### src/rtl/bitstream_pkg.sv
// bitstream_pkg: shared widths, EPB constant, unpacker states and FIFO entry type for the byte feeder
package bitstream_pkg;
  localparam int BYTE_W = 8;
  localparam int WORD_W = 32;
  localparam logic [BYTE_W-1:0] EPB_BYTE = 8'h03;
  typedef enum logic {IDLE, UNPACK} unpack_state_t;
  typedef struct packed {
    logic last;
    logic [BYTE_W-1:0] data;
  } fifo_entry_t;
endpackage

### src/rtl/bitstream_byte_feeder_if.sv
// bitstream_byte_feeder_if: word input and byte output handshakes of the byte feeder
interface bitstream_byte_feeder_if;
  import bitstream_pkg::*;
  logic [WORD_W-1:0] word_in;
  logic word_valid;
  logic word_last;
  logic word_ready;
  logic [BYTE_W-1:0] byte_out;
  logic byte_valid;
  logic byte_last;
  logic byte_req;
  modport master (
    output word_in, word_valid, word_last, byte_req,
    input word_ready, byte_out, byte_valid, byte_last
  );
  modport slave (
    input word_in, word_valid, word_last, byte_req,
    output word_ready, byte_out, byte_valid, byte_last
  );
endinterface

### src/rtl/bitstream_byte_feeder_byte_fifo.sv
// byte_fifo: show-ahead FIFO of {last, byte} entries with synchronous flush and occupancy count
module byte_fifo
  import bitstream_pkg::*;
#(
  parameter int DEPTH = 8,
  localparam int AW = $clog2(DEPTH)
) (
  input logic clk,
  input logic rst_n,
  input logic flush,
  input logic push,
  input logic pop,
  input fifo_entry_t din,
  output fifo_entry_t head,
  output logic valid,
  output logic [AW:0] count
);
  fifo_entry_t mem [DEPTH];
  logic [AW-1:0] rd;
  logic [AW-1:0] wr;
  assign head = mem[rd];
  assign valid = count != '0;
  // storage needs no reset: the head is only observed when count is non-zero
  always_ff @(posedge clk)
    if (push) mem[wr] <= din;
  // pointers wrap naturally because DEPTH is a power of two
  always_ff @(posedge clk)
    if (!rst_n || flush) begin
      rd <= '0;
      wr <= '0;
      count <= '0;
    end else begin
      if (push) wr <= wr + AW'(1);
      if (pop) rd <= rd + AW'(1);
      count <= count + (AW+1)'(push) - (AW+1)'(pop);
    end
endmodule

### src/rtl/bitstream_byte_feeder.sv
// bitstream_byte_feeder: unpacks 32-bit words MSB-first into a show-ahead byte FIFO; BYTE_FEEDER_EPB_EN strips emulation-prevention bytes
module bitstream_byte_feeder
  import bitstream_pkg::*;
#(
  parameter int DEPTH = 8,
  parameter int CNT_W = 16
) (
  input logic clk,
  input logic rst_n,
  input logic flush,
  bitstream_byte_feeder_if.slave bus,
  output logic [CNT_W-1:0] bytes_consumed,
  output logic underflow
);
  localparam int AW = $clog2(DEPTH);
  unpack_state_t state;
  logic [WORD_W-1:0] hold;
  logic hold_last;
  logic [1:0] idx;
  logic [AW:0] count;
  fifo_entry_t head;
  fifo_entry_t din;
  logic valid;
  logic full;
  logic push;
  logic pop;
  logic drop;
  logic adv;
  logic [BYTE_W-1:0] cur;
  logic cur_last;
  assign cur = hold[{~idx, 3'b000} +: BYTE_W];
  assign cur_last = hold_last && idx == 2'd3;
  assign full = count == (AW+1)'(DEPTH);
`ifdef BYTE_FEEDER_EPB_EN
  logic [1:0] zrun;
  assign drop = state == UNPACK && cur == EPB_BYTE && zrun == 2'd2 && !cur_last;
  // zero run follows bytes leaving the unpacker, so a 00 00 03 split across words is still caught
  always_ff @(posedge clk)
    if (!rst_n || flush) zrun <= '0;
    else if (drop) zrun <= '0;
    else if (push) zrun <= cur != '0 ? 2'd0 : zrun == 2'd2 ? 2'd2 : zrun + 2'd1;
`else
  assign drop = 1'b0;
`endif
  assign push = state == UNPACK && !drop && !full;
  assign adv = push || drop;
  assign pop = bus.byte_req && valid;
  assign din = '{last: cur_last, data: cur};
  assign bus.word_ready = state == IDLE;
  assign bus.byte_valid = valid;
  assign bus.byte_out = valid ? head.data : '0;
  assign bus.byte_last = valid && head.last;
  // unpacker: load a word in IDLE, then walk bytes 0..3, holding the index while the FIFO is full
  always_ff @(posedge clk)
    if (!rst_n || flush) begin
      state <= IDLE;
      hold <= '0;
      hold_last <= 1'b0;
      idx <= '0;
    end else if (state == IDLE) begin
      if (bus.word_valid) begin
        state <= UNPACK;
        hold <= bus.word_in;
        hold_last <= bus.word_last;
        idx <= '0;
      end
    end else if (adv) begin
      idx <= idx + 2'd1;
      if (idx == 2'd3) state <= IDLE;
    end
  // consumed-byte counter wraps; underflow is sticky until reset or flush
  always_ff @(posedge clk)
    if (!rst_n || flush) begin
      bytes_consumed <= '0;
      underflow <= 1'b0;
    end else begin
      if (pop) bytes_consumed <= bytes_consumed + CNT_W'(1);
      if (bus.byte_req && !valid) underflow <= 1'b1;
    end
  byte_fifo #(.DEPTH(DEPTH)) u_fifo (
    .clk(clk),
    .rst_n(rst_n),
    .flush(flush),
    .push(push),
    .pop(pop),
    .din(din),
    .head(head),
    .valid(valid),
    .count(count)
  );
endmodule

### src/flat_wrapper.sv
// flat-port wrapper written by rule: the top's interface ports become plain ports
module bitstream_byte_feeder_flat import bitstream_pkg::*;
#(
  parameter int DEPTH = 8,
  parameter int CNT_W = 16
)
  (clk, rst_n, flush, bytes_consumed, underflow, bus_word_in, bus_word_valid, bus_word_last, bus_byte_req, bus_word_ready, bus_byte_out, bus_byte_valid, bus_byte_last);
  bitstream_byte_feeder_if bus_i ();
  input logic clk;
  input logic rst_n;
  input logic flush;
  output logic [CNT_W-1:0] bytes_consumed;
  output logic underflow;
  input wire logic [$bits(bus_i.word_in)-1:0] bus_word_in;
  input wire logic [$bits(bus_i.word_valid)-1:0] bus_word_valid;
  input wire logic [$bits(bus_i.word_last)-1:0] bus_word_last;
  input wire logic [$bits(bus_i.byte_req)-1:0] bus_byte_req;
  output wire logic [$bits(bus_i.word_ready)-1:0] bus_word_ready;
  output wire logic [$bits(bus_i.byte_out)-1:0] bus_byte_out;
  output wire logic [$bits(bus_i.byte_valid)-1:0] bus_byte_valid;
  output wire logic [$bits(bus_i.byte_last)-1:0] bus_byte_last;
  assign bus_i.word_in = bus_word_in;
  assign bus_i.word_valid = bus_word_valid;
  assign bus_i.word_last = bus_word_last;
  assign bus_i.byte_req = bus_byte_req;
  assign bus_word_ready = bus_i.word_ready;
  assign bus_byte_out = bus_i.byte_out;
  assign bus_byte_valid = bus_i.byte_valid;
  assign bus_byte_last = bus_i.byte_last;
  bitstream_byte_feeder #(.DEPTH(DEPTH), .CNT_W(CNT_W)) u_core (.clk(clk), .rst_n(rst_n), .flush(flush), .bus(bus_i), .bytes_consumed(bytes_consumed), .underflow(underflow));
endmodule
### config.mk
export PLATFORM = sky130hd
export DESIGN_NAME = bitstream_byte_feeder_flat
export DESIGN_NICKNAME = d
export VERILOG_FILES = /design/src/rtl/bitstream_pkg.sv /design/src/rtl/bitstream_byte_feeder_if.sv /design/src/rtl/bitstream_byte_feeder_byte_fifo.sv /design/src/rtl/bitstream_byte_feeder.sv /design/src/flat_wrapper.sv
export SDC_FILE = /design/constraint.sdc
export NUM_CORES = 1
export LEC_CHECK = 0
export ABC_AREA = 1
export CAP_MARGIN = 20
export CORE_ASPECT_RATIO = 0.5
export CORE_MARGIN = 1.5
export CORE_UTILIZATION = 40
export CTS_BUF_LIST = sky130_fd_sc_hd__clkbuf_16
export CTS_CLUSTER_SIZE = 24
export DETAILED_ROUTE_END_ITERATION = 12
export PLACE_DENSITY = 0.69
export SYNTH_ARGS = -nofsm -noshare
export SYNTH_HDL_FRONTEND = slang
export SYNTH_SLANG_ARGS = --single-unit
### constraint.sdc
create_clock -name clk -period 2 [get_ports clk]
set_clock_uncertainty 0.05 [all_clocks]
set_input_delay 0.3 -clock clk [delete_from_list [all_inputs] [get_ports clk]]
set_output_delay 0.3 -clock clk [all_outputs]
set_load 0.03 [all_outputs]
==> reports/summary.txt <==
Non-Filler Instances: 979
final HPWL from detailed placement: 9860 um
total power: 7.26 mW
hold crit path type: register to register
RSZ-0062 raised after global routing: true
most common cell after layout, fill and taps aside: nor2_1
DR DRC count: 0
PortBufs: 65
vias per inst: 5.06
crit path launch type: register
syn_area_per_cell: 9.02 um2
gpl congestion: 0.856
post-synthesis register bit count: 138
status: finished with violations
Worst slew margin: 68.5%
Clock Latency Late Sink: 0.42 ns
fin. max-slew vios: 0
WL per Instance: 15.1 um
hold_ws: 0.398 ns
diode count: 0
PD cells: 916 nW/um2
GRT Overall Usage: 20.3%
worst vdd ir: 0.640 mV
CP Class: register to primary output
CTS hold repair buffers: 0
vias in the first global route: 4753
Max stage delay on crit path: 0.34 ns
Top Ports: 66
Final Setup Violations: 9
Core Rows: 31
final WL: 14800 um
share of cells above drive strength 1: 18.8%
Congestion Overflow GR: 0
Mapped Area: 5870 um2
Max Cap Viol: 0
setup TNS: -0.632 ns
wire length of the first global-routing pass: 23900 um
Sink Count: 138
initial drt markers: 315
critical path, cell by cell: buf_12 -> buf_8 -> buf_6 -> nor2_4 -> nor2_2 -> o21ai_1 -> o211ai_1 -> nand2_1 -> nor2_4 -> buf_6
drt first pass iters: 5
placed insts: 938
Syn. warnings: 0
CTS tree: yes
failing checks: setup timing
Initial Utilization: 40.8%
largest area contributor in the netlist: edfxtp_1
Lkg Pwr: 2.98 nW
synth top area cells: edfxtp_1, dfxtp_1, nor2_1
Tmin final: 2.15 ns
Tightest Pin Transition: 0.471 ns
Final Hold Viols: 0
Post-Syn Nets: 698
Setup WS pre-CTS: -0.186 ns
die footprint: 15400 um2
CTS max path bufs: 2
root buffer cell: clkbuf_16
clk slew on worst S/H paths: 0.06 ns
count of different cell masters after synthesis: 29
peak fanout along the critical path: 6
Die X: 174 um
DIE HEIGHT: 88.6 um
worst setup margin: -0.153 ns
Critical-path top delay cell: dfxtp_2
Final #Nets: 816
Antenna Nets Post-Route: 0
Synth Instances: 650
share of the synthesized area in the top cell type: 36.9%
Vias: 4954
WP data arrival: 1.80 ns
Peak Freq: 465 MHz
largest net degree at the start of global routing: 26
Area growth, synth to finish: 35.1%
sequential share of the synthesized area: 59.4%
CP endpoint kind: primary output
H-tree lvl count: 4
Critical Path RT: 1.65 ns
Core Region: 14400 um2
Tcrit/Tclk final: 108%
commonest non-fill, non-tap cells in the layout: nor2_1, o21ai_0, edfxtp_1
CTS Buf Count: 17
initial antenna violation count: 0
-- power by group --
part,switching (mW),leakage [nW],internal (mW)
sequential,0.0417,1.20,3.04
combinational,0.659,1.52,0.549
clock,1.33,0.265,1.63
-- critical path: cells and delay by family, from the launching register on --
family	cells	cell delay [ns]
buffers and inverters	4	0.49
DFF	1	0.34
AOI/OAI and AO/OA	2	0.16
and+or+nand+nor	4	0.39
-- cell families (layout without fill, tap and decap cells) --
kind of cell,count (synthesis),after routing,synth area share (%)
simple gates,281,281,19.5
buf+inv,76,207,5.59
xor+xnor,1,1,0.149
fa+ha+maj,10,10,2.26
compound gates,144,144,13.2
flops,138,138,59.4
-- layout make-up --
type / instances / area [um2]
sequential: 138 / 3490
clock buffer: 17 / 425
multi-input combinational: 436 / 2160
timing repair buffer: 130 / 1290
tap: 198 / 248
inverter: 45 / 179
clock inverter: 15 / 130
fill: 1258 / 6470
-- sequential cells by signal, indices dropped and copies added, names as in the netlist, named ones only --
register / count
u_core.u_fifo.mem: 72
u_core.hold: 32
u_core.bytes_consumed: 16
u_core.u_fifo.count: 4
u_core.u_fifo.rd: 3
u_core.u_fifo.wr: 3
u_core.idx: 2
u_core.hold_last: 1
u_core.state: 1
u_core.underflow: 1
-- repair_timing --
action | CTS | global route
pin swaps | 11 | 15
setup endpoints to repair | 13 | 21
buffers inserted | 6 | 2
resized for setup | 84 | 35
cloned | 1 | 0
-- synth_stat cells --
cell        n
o22ai_1    17
dfxtp_1    66
clkbuf_1    9
buf_4       6
a21boi_2    1
edfxtp_1   72
o21ai_0    93
buf_2      14
a21oi_1    17
nor3_1      3
ha_1        9
nand2_2     5
nor2_2      4
inv_2       2
nand3_1    16
inv_1      42
nor2_1    189
and3_1      1
fa_1        1
nand4_1     6
o211ai_1    9
clkbuf_2    2
a31oi_1     1
xor2_1      1
clkinv_1    1
nor2_4      2
nand2_1    54
o21ai_1     6
nand2_4     1
-- worst paths after layout --
path	slack, ns	from	to	cells past startpoint
worst max-delay path	-0.15	register	bus_byte_out[0]	10
worst min-delay path	0.40	u_core.underflow	u_core.underflow	2
worst max register to register	0.08	u_core.u_fifo.count[2]	u_core.u_fifo.count[1]	13
worst min register to register	0.40	u_core.underflow	u_core.underflow	2
-- per-layer routing --
metal | up-vias | wire length (um) | global-route usage (%)
li1 | 2427 | - | -
met1 | 2342 | 6980 | 27.3
met2 | 156 | 6690 | 32.7
met3 | 29 | 807 | 4.55
met4 | 0 | 327 | 7.84
met5 | - | 0 | 0
-- per-stage QoR --
step | area (um2) | utilization (%)
after floorplan | 5880 | -
after global routing | 7920 | 55.1
after CTS | 7810 | 54.3
final | 7920 | 55.1
after detailed placement | 7130 | 49.5
after global placement | 7130 | 49.5
Power figures use the tool's default switching activity.
==> RTL edit 1 (config.mk and constraints unchanged) <==
`CNT_W` is set to 16 in 2 places; all go to 32.
--- a/src/rtl/bitstream_byte_feeder.sv
+++ b/src/rtl/bitstream_byte_feeder.sv
@@ -4,5 +4,5 @@
 #(
   parameter int DEPTH = 8,
-  parameter int CNT_W = 16
+  parameter int CNT_W = 32
 ) (
   input logic clk,
--- a/src/flat_wrapper.sv
+++ b/src/flat_wrapper.sv
@@ -3,5 +3,5 @@
 #(
   parameter int DEPTH = 8,
-  parameter int CNT_W = 16
+  parameter int CNT_W = 32
 )
   (clk, rst_n, flush, bytes_consumed, underflow, bus_word_in, bus_word_valid, bus_word_last, bus_byte_req, bus_word_ready, bus_byte_out, bus_byte_valid, bus_byte_last);
Interface: changed (resized bytes_consumed); port bits go from 66 to 82. No check against the original RTL was run, so the function may have changed too.
==> RTL edit 1 against the unedited design <==
The flow still finishes with violations (setup timing); area after synthesis up 17%; total power up 6.7%; highest routed layer unchanged; largest cell class unchanged; critical endpoint is now bus_byte_out[4]; cell area up 13%; routed wire length up 12%; largest power group unchanged; combinational power down 17%; cell count up 16%; first-iteration DRC count up 25%; fmax up 3.7%; worst setup slack better by 0.077 ns; sequential cell count up 16; via count up 15%.
==> RTL edit 1: results (changes against the unedited design) <==
* Cell Area, Placed at 8120 sq um (+14%)
* Count of cell types in the netlist at 39 (+34%)
* Number of synthesized flops with an enable pin at 72 (unchanged)
* Final Wtd Congestion at 0.845 (-1.2%)
* Top_reg_cell synth: dfxtp_1
* Drt via density at 5.02 (-0.70%)
* Max reg flops at 72 (unchanged)
* Final HPWL DP at 11400 microns (+16%)
* Worst path slowest cell: dfxtp_4
* Placed insts at 1097 (+17%)
* Post-synth top cells: 201 x nor2_1, 107 x o21ai_0, 82 x dfxtp_1
* TNS Setup at -0.421 ns (+0.211 ns)
* Status: complete, but fails checks
* CP max stage delay at 0.43 ns (+0.09 ns)
* CP max FO at 18 (+12)
* PortBufs at 81 (+25%)
* 1st-iter DRT viols at 395 (+25%)
* Leakage at 0.00335 uW (+12%)
* Largest net degree at the start of global routing at 37 (+42%)
* Total GRT Usage at 19.1% (-1.2 points)
* Layout Nets at 942 (+15%)
* Final setup viols at 7 (-2)
* Worst IR Drop VDD at 0.000554 V (-13%)
* Top cells by area, synth: edfxtp_1 32%, dfxtp_1 24%, nor2_1 11%
* Vias in the first global route at 5523 (+16%)
* Final-layout fill cell count at 1435 (+14%)
* P_sw at 2070 uW (+1.7%)
* Seq/Total Area, Yosys at 55.5% (-3.8 points)
* Biggest regs: u_core.u_fifo.mem: 72 flops, u_core.bytes_consumed: 32 flops, u_core.hold: 32 flops
* Slew of the pin with the lowest slew margin at 0.580 ns (+0.108 ns)
* Syn Inst Count at 782 (+20%)
* Initial antenna violation count at 0 (unchanged)
* Synth warn at 0 (unchanged)
* Worst Path Arrival at 1.73 ns (-0.07 ns)
* HP Class: in2reg
* Vias at 5698 (+15%)
* Failing checks: setup timing
* Worst Setup Slack, final at -0.0757 ns (+0.0771 ns)
* First-pass GRT wire length at 26800 microns (+12%)
* Worst slack at placement at -0.126 ns (+0.0602 ns)
* Final wirelength at 16600 microns (+12%)
* Initial core utilization at 41.4% (+0.60 points)
* Layout cell share with drive strength beyond 1 at 15.8% (-3.1 points)
* Synthesized Nets at 830 (+19%)
[RTL edit 1: cell count changes after synthesis, moves of 9 or more]
| cell | unedited run | this run |
|---|---|---|
| clkbuf_1 | 9 | 18 |
| dfxtp_1 | 66 | 82 |
| inv_1 | 42 | 60 |
| mux2i_1 | 0 | 9 |
| nand2_1 | 54 | 73 |
| nand3_1 | 16 | 28 |
| nor2_1 | 189 | 201 |
| o211ai_1 | 9 | 0 |
| o21ai_0 | 93 | 107 |
[RTL edit 1: worst paths after layout]
check	slack (ns)	cells after the start	start	to
setup / recovery	-0.08	6	register	bus_byte_out[4]
setup reg to reg	0.15	10	u_core.u_fifo.count[3]	u_core.u_fifo.count[1]
hold / removal	0.42	3	bus_word_in[25]	u_core.hold[25]
hold reg to reg	0.42	2	u_core.u_fifo.rd[2]	u_core.u_fifo.rd[2]
[RTL edit 1: critical path: cells and delay by family, from the launching register on]
kind	cells	cell delay, ns
flops	1	0.43
buf+inv	2	0.32
compound gates	2	0.32
simple gates	2	0.24
[RTL edit 1: repair_timing]
| item | 4_1_cts | 5_1_grt |
|---|---|---|
| gates cloned | 1 | 1 |
| endpoints found under the setup margin | 12 | 13 |
| buffers inserted | 0 | 4 |
| gates resized for setup | 19 | 45 |
| pin swaps | 2 | 22 |
[RTL edit 1: kinds of logic (layout without fill, tap and decap cells)]
kind of cell,Yosys count,count (layout),synth area share [%]
AND/OR/NAND/NOR,357,357,23.2
AO/OA/AOI/OAI,156,156,12.2
flip-flops,154,154,55.5
buffers and inverters,93,218,5.43
adder cells (fa/ha/maj),10,10,1.94
multiplexers,9,9,1.32
XOR/XNOR,3,3,0.384
[RTL edit 1: per-layer routing]
layer,vias up,GRT usage (%),share of wire [%]
met2,137,33.2,48
met3,17,3.46,4.0
li1,2847,-,-
met5,-,0,0
met1,2697,24.5,47
met4,0,5.87,1.1
[RTL edit 1: area by class of cell]
type / count / area (sq um) / share of cell area (%)
flip-flops and latches: 154 / 3810 / 42.7
multi-input cells: 535 / 2760 / 30.9
repair buffers: 122 / 1220 / 13.7
clock buffers: 17 / 425 / 4.77
well taps: 227 / 284 / 3.18
inverters: 64 / 245 / 2.75
clock inverters: 15 / 181 / 2.03
[RTL edit 1: power by group through the flow]
| stage | Combinational, uW | Sequential (uW) | Clock [uW] |
|---|---|---|---|
| 2_1_floorplan | 558 | 3460 | 0 |
| 6_report | 1010 | 3400 | 3330 |
| 3_3_place_gp | 901 | 3460 | 0 |
| 5_1_grt | 1100 | 3410 | 3500 |
| 3_5_place_dp | 918 | 3460 | 0 |
| 4_1_cts | 946 | 3400 | 3370 |
==> RTL edit 2 (config.mk and constraints unchanged) <==
Made on the original files. Put one more register stage on the output `underflow`. The value now appears one clock later. The other outputs are not delayed to match.
--- a/src/rtl/bitstream_byte_feeder.sv
+++ b/src/rtl/bitstream_byte_feeder.sv
@@ -14,4 +14,6 @@
 );
   localparam int AW = $clog2(DEPTH);
+
+  logic underflow_s0;
   unpack_state_t state;
   logic [WORD_W-1:0] hold;
@@ -73,8 +75,8 @@
     if (!rst_n || flush) begin
       bytes_consumed <= '0;
-      underflow <= 1'b0;
+      underflow_s0 <= 1'b0;
     end else begin
       if (pop) bytes_consumed <= bytes_consumed + CNT_W'(1);
-      if (bus.byte_req && !valid) underflow <= 1'b1;
+      if (bus.byte_req && !valid) underflow_s0 <= 1'b1;
     end
   byte_fifo #(.DEPTH(DEPTH)) u_fifo (
@@ -89,4 +91,8 @@
     .count(count)
   );
+  always_ff @(posedge clk) begin
+      underflow <= underflow_s0;
+  end
+
 endmodule
 
Check against the original RTL: not equivalent (Yosys sat finds a counterexample within 4 cycles, from zero or initial values).
==> RTL edit 2 against the unedited design <==
The flow still finishes with violations (setup timing); via count fell by 1.9%; routed wire length fell by 3.4%; global-route usage down 1.2 points; non-clock buffer count is 3 higher; area after synthesis increased by 0.34%; cell area increased by 1.9%; hold slack got worse by 0.092 ns; sequential cell count up 1; total power increased by 1.6%; worst setup slack better by 0.020 ns; critical path type unchanged.
==> RTL edit 2: results (changes against the unedited design) <==
* Status: complete, but fails checks
* Failing checks: setup timing
* Cell Area, Placed at 7150 sq um (+0.28%)
* Leakage at 0.00304 uW (+1.9%)
* Layout Nets at 820 (+0.49%)
* CP max stage delay at 0.38 ns (+0.04 ns)
* WS Path Type: reg2out
* Worst setup endpoint: bus_byte_out[1]
* Post-synth top cells: 189 x nor2_1, 93 x o21ai_0, 72 x edfxtp_1
* R2R setup slack at 0.06 ns (-0.02 ns)
* Synthesized-area fraction occupied by adder cells at 2.25% (-0.0077 points)
* Worst path slowest cell: dfxtp_4
* Worst Path Arrival at 1.78 ns (-0.02 ns)
* Top cells by area, synth: edfxtp_1 37%, dfxtp_1 23%, nor2_1 12%
* Final HPWL DP at 9660 microns (-2.0%)
* Synth Area in XOR/XNOR at 0.149% (-0.00051 points)
* Synth Area in Compound Gates at 13.1% (-0.045 points)
* Worst IR Drop VDD at 0.000620 V (-3.2%)
* Multi-input combinational cell area at 2190 sq um (+1.7%)
* Routed wire per std cell at 14.5 microns (-3.8%)
* HP Start: u_core.underflow_s0
* WL met1 at 6800 microns (-2.5%)
* Drt via density at 4.94 (-2.3%)
* End point of the worst hold path: u_core.underflow
* 1st-iter DRT viols at 367 (+17%)
* CP max FO at 8 (+2)
* Final wirelength at 14300 microns (-3.4%)
* Worst Setup Slack, final at -0.133 ns (+0.0199 ns)
* Final Wtd Congestion at 0.811 (-5.2%)
* Metal3 WL at 730 microns (-9.5%)
* Hold Path Stages at 0 (-2)
* Total GRT Usage at 19.2% (-1.2 points)
* Met2 Use GR at 30.7% (-2.0 points)
* Synthesized Nets at 699 (+0.14%)
* Grt met1 use at 25.5% (-1.7 points)
* MaxCap Viol Count at 0 (unchanged)
* Vias in the first global route at 4657 (-2.0%)
* Final setup viols at 7 (-2)
* GRT met3 Usage at 3.87% (-0.69 points)
* Largest net degree at the start of global routing at 34 (+31%)
* Metal2 WL at 6500 microns (-2.7%)
* Internal at 5470 uW (+4.7%)
* TNS Setup at -0.585 ns (+0.0474 ns)
* Syn Inst Count at 651 (+0.15%)
* WHS at 0.306 ns (-0.0924 ns)
* First-pass GRT wire length at 22600 microns (-5.3%)
* Worst slack at placement at -0.121 ns (+0.0651 ns)
* Max-Slew Margin vs Limit at 67.7% (-0.81 points)
* Seq/Total Area, Yosys at 59.5% (+0.14 points)
## RTL edit 2: power by group through the flow
stage / clock network [uW] / logic, uW / registers [uW]
floorplan: 0 / 580 / 3160
global placement: 0 / 1040 / 3160
detailed placement: 0 / 1060 / 3160
CTS: 3070 / 1120 / 3110
global route: 3210 / 1340 / 3120
finish: 3030 / 1240 / 3110
## RTL edit 2: what timing repair did
action	4_1_cts	5_1_grt
cloned	2	1
pin swaps	8	27
buffers inserted	5	6
endpoints found under the setup margin	10	44
gates resized for setup	78	52
## RTL edit 2: layout make-up
| type | instances | share of cell area (%) |
|---|---|---|
| Sequential cell | 139 | 43.5 |
| Multi-Input combinational cell | 436 | 27.2 |
| Timing Repair Buffer | 133 | 16.9 |
| Clock buffer | 17 | 5.27 |
| Tap cell | 198 | 3.07 |
| Inverter | 45 | 2.25 |
| Clock inverter | 15 | 1.86 |
